## config.mk

```make
export PLATFORM = sky130hd
export DESIGN_NAME = sprite_fetch
export DESIGN_NICKNAME = d
export VERILOG_FILES = /design/src/rtl/sprite_pkg.sv /design/src/rtl/sprite_pos_latch.sv /design/src/rtl/sprite_fetch.sv
export SDC_FILE = /design/constraint.sdc
export NUM_CORES = 1
export LEC_CHECK = 0
export CORE_MARGIN = 4
export CORE_UTILIZATION = 44
export DETAILED_ROUTE_END_ITERATION = 8
export PLACE_DENSITY_LB_ADDON = 0.08
export SLEW_MARGIN = 40
export SYNTH_ARGS = -nofsm -noshare
export SYNTH_HDL_FRONTEND = slang
export SYNTH_HIERARCHICAL = 1
export SYNTH_SLANG_ARGS = --single-unit
```

## constraint.sdc

```tcl
create_clock -name Clk -period 9.25 [get_ports Clk]
set_input_delay 0.925 -clock Clk [delete_from_list [all_inputs] [get_ports Clk]]
set_output_delay 0.925 -clock Clk [all_outputs]
set_load 0.1 [all_outputs]
```

## src/rtl/sprite_pkg.sv

```systemverilog
// Shared types and defaults for the sprite fetch block.
// Optional feature macro used by the block: SPRITE_MIRROR_EN (horizontal mirror).
package sprite_pkg;

  // Default sprite geometry and ROM address width.
  localparam int unsigned SPR_W_DFLT  = 135;
  localparam int unsigned SPR_H_DFLT  = 40;
  localparam int unsigned ADDR_W_DFLT = 13;

  // Screen coordinate width is fixed by the VGA timing and shared by all clients.
  localparam int unsigned COORD_W  = 10;
  localparam int unsigned SCROLL_W = 8;

  typedef logic [COORD_W-1:0]  coord_t;
  // One extra bit so edge sums never wrap.
  typedef logic [COORD_W:0]    coord_ext_t;
  typedef logic [SCROLL_W-1:0] scroll_t;

  typedef struct packed {
    coord_t x;
    coord_t y;
  } pos_t;

  typedef enum logic [0:0] {
    IDLE    = 1'b0,
    PENDING = 1'b1
  } fsm_t;

  // Single conditional subtract; callers guarantee v < 2*m.
  function automatic coord_ext_t wrap_once(input coord_ext_t v, input coord_ext_t m);
    return (v >= m) ? (v - m) : v;
  endfunction

endpackage

```

## src/rtl/sprite_pos_latch.sv

```systemverilog
// Position handshake and per-frame state for the sprite fetch block.
// Holds pending/active sprite position and the horizontal scroll offset; all
// active values only move on frame_start so a frame is never torn.
// Optional feature macro: SPRITE_MIRROR_EN adds a frame-latched mirror flag.
module sprite_pos_latch
  import sprite_pkg::*;
#(
  parameter int unsigned SPR_W = SPR_W_DFLT
) (
  input  logic                clk,
  input  logic                rst,
  input  logic                frame_start,
  input  logic [COORD_W-1:0]  pos_x,
  input  logic [COORD_W-1:0]  pos_y,
  input  logic                pos_load,
  input  logic [SCROLL_W-1:0] scroll_step,
`ifdef SPRITE_MIRROR_EN
  input  logic                mirror,
  output logic                mirror_act,
`endif
  output logic                pos_ack,
  output pos_t                act_pos,
  output logic [SCROLL_W-1:0] scroll
);

  fsm_t    state;
  pos_t    pend_pos;
  scroll_t scroll_next;

  // Next scroll offset, kept in 0..SPR_W-1 because scroll_step < SPR_W.
  always_comb begin
    scroll_next = scroll_t'(wrap_once(coord_ext_t'(scroll) + coord_ext_t'(scroll_step),
                                      coord_ext_t'(SPR_W)));
  end

  // Handshake FSM with registered ack, pending/active position and scroll.
  always_ff @(posedge clk or posedge rst) begin
    if (rst) begin
      state    <= IDLE;
      pend_pos <= '0;
      act_pos  <= '0;
      scroll   <= '0;
      pos_ack  <= 1'b0;
`ifdef SPRITE_MIRROR_EN
      mirror_act <= 1'b0;
`endif
    end else begin
      pos_ack <= pos_load;

      if (frame_start) begin
        scroll <= scroll_next;
`ifdef SPRITE_MIRROR_EN
        mirror_act <= mirror;
`endif
        // Only a position that was already pending is promoted; a load in this
        // same cycle waits for the next frame.
        if (state == PENDING) begin
          act_pos <= pend_pos;
        end
      end

      if (pos_load) begin
        pend_pos.x <= pos_x;
        pend_pos.y <= pos_y;
        state      <= PENDING;
      end else if (frame_start) begin
        state <= IDLE;
      end
    end
  end

endmodule

```

## src/rtl/sprite_fetch.sv

```systemverilog
// Read-side client of a 1-bit sprite ROM with one cycle of registered read latency.
// Stage 0 hit-tests the scan coordinate and forms the ROM address (with scroll
// wrap), stage 1 registers the address, stage 2 realigns the returned ROM bit
// with the delayed coordinate. Scan coordinate to pixel_on latency is 2 cycles.
// Optional feature macro: SPRITE_MIRROR_EN adds the frame-latched mirror input.
module sprite_fetch
  import sprite_pkg::*;
#(
  parameter int unsigned SPR_W  = SPR_W_DFLT,
  parameter int unsigned SPR_H  = SPR_H_DFLT,
  parameter int unsigned ADDR_W = ADDR_W_DFLT
) (
  input  logic                Clk,
  input  logic                Reset,
  input  logic [COORD_W-1:0]  DrawX,
  input  logic [COORD_W-1:0]  DrawY,
  input  logic                frame_start,
  input  logic [COORD_W-1:0]  pos_x,
  input  logic [COORD_W-1:0]  pos_y,
  input  logic                pos_load,
  output logic                pos_ack,
  input  logic [SCROLL_W-1:0] scroll_step,
`ifdef SPRITE_MIRROR_EN
  input  logic                mirror,
`endif
  output logic [ADDR_W-1:0]   rom_addr,
  input  logic                rom_data,
  output logic                pixel_valid,
  output logic                pixel_on,
  output logic [COORD_W-1:0]  pix_x,
  output logic [COORD_W-1:0]  pix_y
);

  pos_t              act_pos;
  scroll_t           scroll;
`ifdef SPRITE_MIRROR_EN
  logic              mirror_act;
`endif

  // Stage 0 signals
  coord_ext_t        x_ext, y_ext, ax_ext, ay_ext;
  logic              hit;
  coord_t            col, col_m, row;
  coord_ext_t        scol;
  logic [ADDR_W-1:0] addr_s0;

  // Pipeline registers
  logic              hit_d1, hit_d2, valid_d1;
  coord_t            x_d1, y_d1;

  sprite_pos_latch #(
    .SPR_W (SPR_W)
  ) u_pos_latch (
    .clk         (Clk),
    .rst         (Reset),
    .frame_start (frame_start),
    .pos_x       (pos_x),
    .pos_y       (pos_y),
    .pos_load    (pos_load),
    .scroll_step (scroll_step),
`ifdef SPRITE_MIRROR_EN
    .mirror      (mirror),
    .mirror_act  (mirror_act),
`endif
    .pos_ack     (pos_ack),
    .act_pos     (act_pos),
    .scroll      (scroll)
  );

  // Stage 0: hit test on widened coordinates and ROM address formation.
  always_comb begin
    x_ext  = {1'b0, DrawX};
    y_ext  = {1'b0, DrawY};
    ax_ext = {1'b0, act_pos.x};
    ay_ext = {1'b0, act_pos.y};

    hit = (x_ext >= ax_ext) && (x_ext < ax_ext + coord_ext_t'(SPR_W)) &&
          (y_ext >= ay_ext) && (y_ext < ay_ext + coord_ext_t'(SPR_H));

    col = DrawX - act_pos.x;
    row = DrawY - act_pos.y;
`ifdef SPRITE_MIRROR_EN
    col_m = mirror_act ? (coord_t'(SPR_W - 1) - col) : col;
`else
    col_m = col;
`endif
    scol = wrap_once({1'b0, col_m} + coord_ext_t'(scroll), coord_ext_t'(SPR_W));

    // Parking the address at 0 off-sprite keeps the ROM input quiet.
    addr_s0 = '0;
    if (hit) begin
      addr_s0 = ADDR_W'(row) * ADDR_W'(SPR_W) + ADDR_W'(scol);
    end
  end

  // Stage 1: register ROM address, hit flag and coordinate.
  always_ff @(posedge Clk or posedge Reset) begin
    if (Reset) begin
      rom_addr <= '0;
      hit_d1   <= 1'b0;
      x_d1     <= '0;
      y_d1     <= '0;
      valid_d1 <= 1'b0;
    end else begin
      rom_addr <= addr_s0;
      hit_d1   <= hit;
      x_d1     <= DrawX;
      y_d1     <= DrawY;
      valid_d1 <= 1'b1;
    end
  end

  // Stage 2: align hit flag and coordinate with the ROM's registered output.
  always_ff @(posedge Clk or posedge Reset) begin
    if (Reset) begin
      hit_d2      <= 1'b0;
      pix_x       <= '0;
      pix_y       <= '0;
      pixel_valid <= 1'b0;
    end else begin
      hit_d2      <= hit_d1;
      pix_x       <= x_d1;
      pix_y       <= y_d1;
      pixel_valid <= valid_d1;
    end
  end

  // rom_data is already the ROM's output register, so gating it here keeps
  // the 2-cycle latency without adding a third stage.
  assign pixel_on = hit_d2 & rom_data;

endmodule

```

==> flow_summary.ini <==
[run]
maxCapViolCount = 0

[die]
area_of_the_die_um2 = 19200
standard_cell_row_count = 47
placeableCoreArea_um2 = 16600
initial_core_util = 0.451
floorplan.io_pins = 89
die_x_um = 139
die-height_um = 139

[setup_path]
cp_top_family = adder cells
critPathKind = input port to flop
cp_num_buf_inv = 6
crit_path_start_kind = input port
critPathMaxFanout = 7
critPathArrivalTime_ns = 8.04
worstSetupEndpointType = flop
timing.critical_path.slowest_cell_delay_ns = 0.58
worst_r2r_endpoint = rom_addr[12]$_DFF_PP0_
worst_r2r_startpoint = u_pos_latch/act_pos[10]$_DFFE_PP0P_
crit_path_top_delay_cell = sky130_fd_sc_hd__fa_1
worst_ep_required_time_ns = 9.49
r2r.worst_path.cells = 30
ff2ff_setup_slack_ns = 2.11

[yosys]
synth_cells = 722
asyncSetResetFlopFracSynth = 1.00
yosys_warnings = 6
postSynthAreaPerCell_um2 = 10.4
most_used_standard_cell_by_instance_count_after_synthesis = sky130_fd_sc_hd__dfrtp_1
synth_sequential_area_ratio = 0.356
post_synthesis_simple_gate_area_fraction = 0.111
post_synth_xor_area_fraction = 0.0624
yosys-top-cells-count = sky130_fd_sc_hd__dfrtp_1 (107), sky130_fd_sc_hd__inv_1 (104), sky130_fd_sc_hd__ha_1 (90), sky130_fd_sc_hd__xnor2_1 (36), sky130_fd_sc_hd__nor2_1 (35)
yosysTopAreaCellShare = 0.356
yosys.cell_types.count = 77
synth_fp_nets = 892
synth.cell_area_um2 = 7510
synth_mux_area_frac = 0.0681
post-synth-top-area-cell = sky130_fd_sc_hd__dfrtp_1
synth.area.top_cells = sky130_fd_sc_hd__dfrtp_1 (36%), sky130_fd_sc_hd__ha_1 (15%), sky130_fd_sc_hd__fa_1 (7.2%), sky130_fd_sc_hd__inv_1 (5.2%), sky130_fd_sc_hd__mux2_2 (4.8%)
synth-edff-count = 0
synth-seq-cells = 107
yosys.area_share.adder = 0.222
complex_gate_fraction_of_the_synthesized_area = 0.123
synth_top_flop_cell = sky130_fd_sc_hd__dfrtp_1
synth_top_family_by_area = adder cells

[route]
route.detailed.wl_per_inst_um = 14.5
via_per_inst = 5.13
num_vias = 5336
post-route-drc-count = 0
detailed_router_s_first_iteration_violation_count = 232
ant_nets = 0
detailedRoute.firstPassIterationCount = 4
route.final.wire_length_um = 15100

[clocking]
cts-resized-gates = 0
cts_tree = built
cts.sink_count = 107
postCtsSetupBuffers = 0
clk_root_buffer_cell = sky130_fd_sc_hd__clkbuf_16
cts.clk_slew.worst_paths_ns = 0.07
ctsHtreeMaxLevel = 3
hold_buffers = 0
tritoncts.num_buffers = 9
clockBufferDepth = 2
clk-insertion-delay-late_ns = 0.36

[sta]
max_slew.worst_pin.slew_ns = 0.641
finalHoldViolCount = 0
achievable-frequency_mhz = 128
setup_repair_after_global_routing_missed_its_margin = false
maxSlewHeadroom = 0.573
maxSlewViolCount = 0
timing.final.setup_violations = 0
sum_neg_setup_slack_ns = 0
max_clock_skew_ns = 0.0113
post-route-period-util = 0.843
post-route-min-period_ns = 7.80

[cells_and_area]
multiInputGateArea_um2 = 4410
nets = 986
filler_cell_count = 1496
antenna_cells = 0
area.sequential_um2 = 2680
area_growth_syn_to_layout_pct = 17.1
drive_gt1_frac = 0.138

[global_route]
antenna_found_initial = 0
grt.total_usage = 0.160
grt_overflow_total = 0
via_count_of_the_first_global_routing_pass = 5360
grt_max_degree = 58
first_pass_grt_wire_length_um = 25600

[status]
run_status = finished, final reports clean

[placed_design]
gp_routability_congestion = 0.856
hpwlAfterDp_um = 12400
port_buffers = 88

[worst_hold_path]
worst_hold_path_type = flop to flop
timing.hold.worst.start = y_d1[0]$_DFF_PP0_
worst_hold_path.num_cells = 0
hold-path-endpoint = pix_y[0]$_DFF_PP0_
## metrics by stage
step	hold slack [ns]	cell area [µm²]	worst slack, ns	util	cells
final	0.351	8800	1.45	0.529	1041
after global routing	0.357	8800	0.976	0.529	1041
after CTS	0.353	8800	1.45	0.529	1041
after detailed placement	0.335	8470	1.09	0.509	1025
after global placement	0.331	8650	1.31	0.520	1025
after floorplan	0.331	7510	2.20	-	722
## sequential cells by signal (all words and copies together), names as in the netlist, 8 cells and up
| register | count |
|---|---|
| u_pos_latch/scroll | 8 |
| x_d1 | 10 |
| pix_x | 10 |
| y_d1 | 10 |
| u_pos_latch/act_pos | 20 |
| u_pos_latch/pend_pos | 20 |
| pix_y | 10 |
| rom_addr | 13 |
## worst max-delay path by stage
stage | start | end | slack [ns] | cells past startpoint
6_report | DrawX[0] | rom_addr[12]$_DFF_PP0_ | 1.45 | 32
5_1_grt | DrawX[0] | rom_addr[12]$_DFF_PP0_ | 0.98 | 32
4_1_cts | DrawX[0] | rom_addr[12]$_DFF_PP0_ | 1.45 | 32
3_5_place_dp | DrawX[0] | rom_addr[12]$_DFF_PP0_ | 1.09 | 32
3_3_place_gp | DrawX[0] | rom_addr[12]$_DFF_PP0_ | 1.31 | 32
2_1_floorplan | DrawX[0] | rom_addr[12]$_DFF_PP0_ | 2.20 | 31
## cells in the final DEF, fill, tap and decap left out, types with 3 or more instances in the layout
| cell | n |
|---|---|
| sky130_fd_sc_hd__nor4_1 | 4 |
| sky130_fd_sc_hd__o21ai_0 | 14 |
| sky130_fd_sc_hd__buf_2 | 37 |
| sky130_fd_sc_hd__mux2_1 | 9 |
| sky130_fd_sc_hd__nor3_1 | 15 |
| sky130_fd_sc_hd__nand3_1 | 10 |
| sky130_fd_sc_hd__o21ai_1 | 19 |
| sky130_fd_sc_hd__ha_1 | 90 |
| sky130_fd_sc_hd__xor2_1 | 12 |
| sky130_fd_sc_hd__a21o_1 | 9 |
| sky130_fd_sc_hd__inv_1 | 102 |
| sky130_fd_sc_hd__mux2i_1 | 5 |
| sky130_fd_sc_hd__and2_1 | 11 |
| sky130_fd_sc_hd__a31oi_1 | 4 |
| sky130_fd_sc_hd__o22ai_1 | 6 |
| sky130_fd_sc_hd__nand3b_1 | 3 |
| sky130_fd_sc_hd__nor3b_1 | 4 |
| sky130_fd_sc_hd__nor2b_1 | 12 |
| sky130_fd_sc_hd__mux2_2 | 32 |
| sky130_fd_sc_hd__nand2_1 | 22 |
| sky130_fd_sc_hd__xnor2_1 | 36 |
| sky130_fd_sc_hd__clkbuf_16 | 9 |
| sky130_fd_sc_hd__a21oi_1 | 31 |
| sky130_fd_sc_hd__or2_2 | 4 |
| sky130_fd_sc_hd__o21bai_1 | 6 |
| sky130_fd_sc_hd__o21a_1 | 14 |
| sky130_fd_sc_hd__fa_1 | 27 |
| sky130_fd_sc_hd__nor2_1 | 35 |
| sky130_fd_sc_hd__dfrtp_1 | 107 |
| sky130_fd_sc_hd__nand2b_1 | 4 |
| sky130_fd_sc_hd__clkdlybuf4s50_1 | 51 |
| sky130_fd_sc_hd__or3_1 | 5 |
## metal layers
| metal | vias to the layer above | part of all wire | global-route usage |
|---|---|---|---|
| li1 | 2671 | - | - |
| met5 | - | 0 | 0 |
| met2 | 96 | 0.48 | 0.270 |
| met3 | 23 | 0.034 | 0.0272 |
| met4 | 0 | 0.018 | 0.0499 |
| met1 | 2546 | 0.46 | 0.211 |
## cells by family after synthesis
family / count (synthesis)
simple gates: 151
compound gates: 137
fa+ha+maj: 117
buf+inv: 112
flops: 107
xor+xnor: 51
mux: 46
other cells: 1
## cell type report
class                           count  area share
Timing Repair Buffer               90      0.0812
Inverter                          105      0.0451
Sequential cell                   107       0.304
Multi-Input combinational cell    503       0.501
Clock buffer                        9      0.0256
Tap cell                          220      0.0313
Clock inverter                      7      0.0117
Power is left out: the tool's default activity adds up to more than one toggle a clock period on the data nets, which glitch-free logic cannot reach.
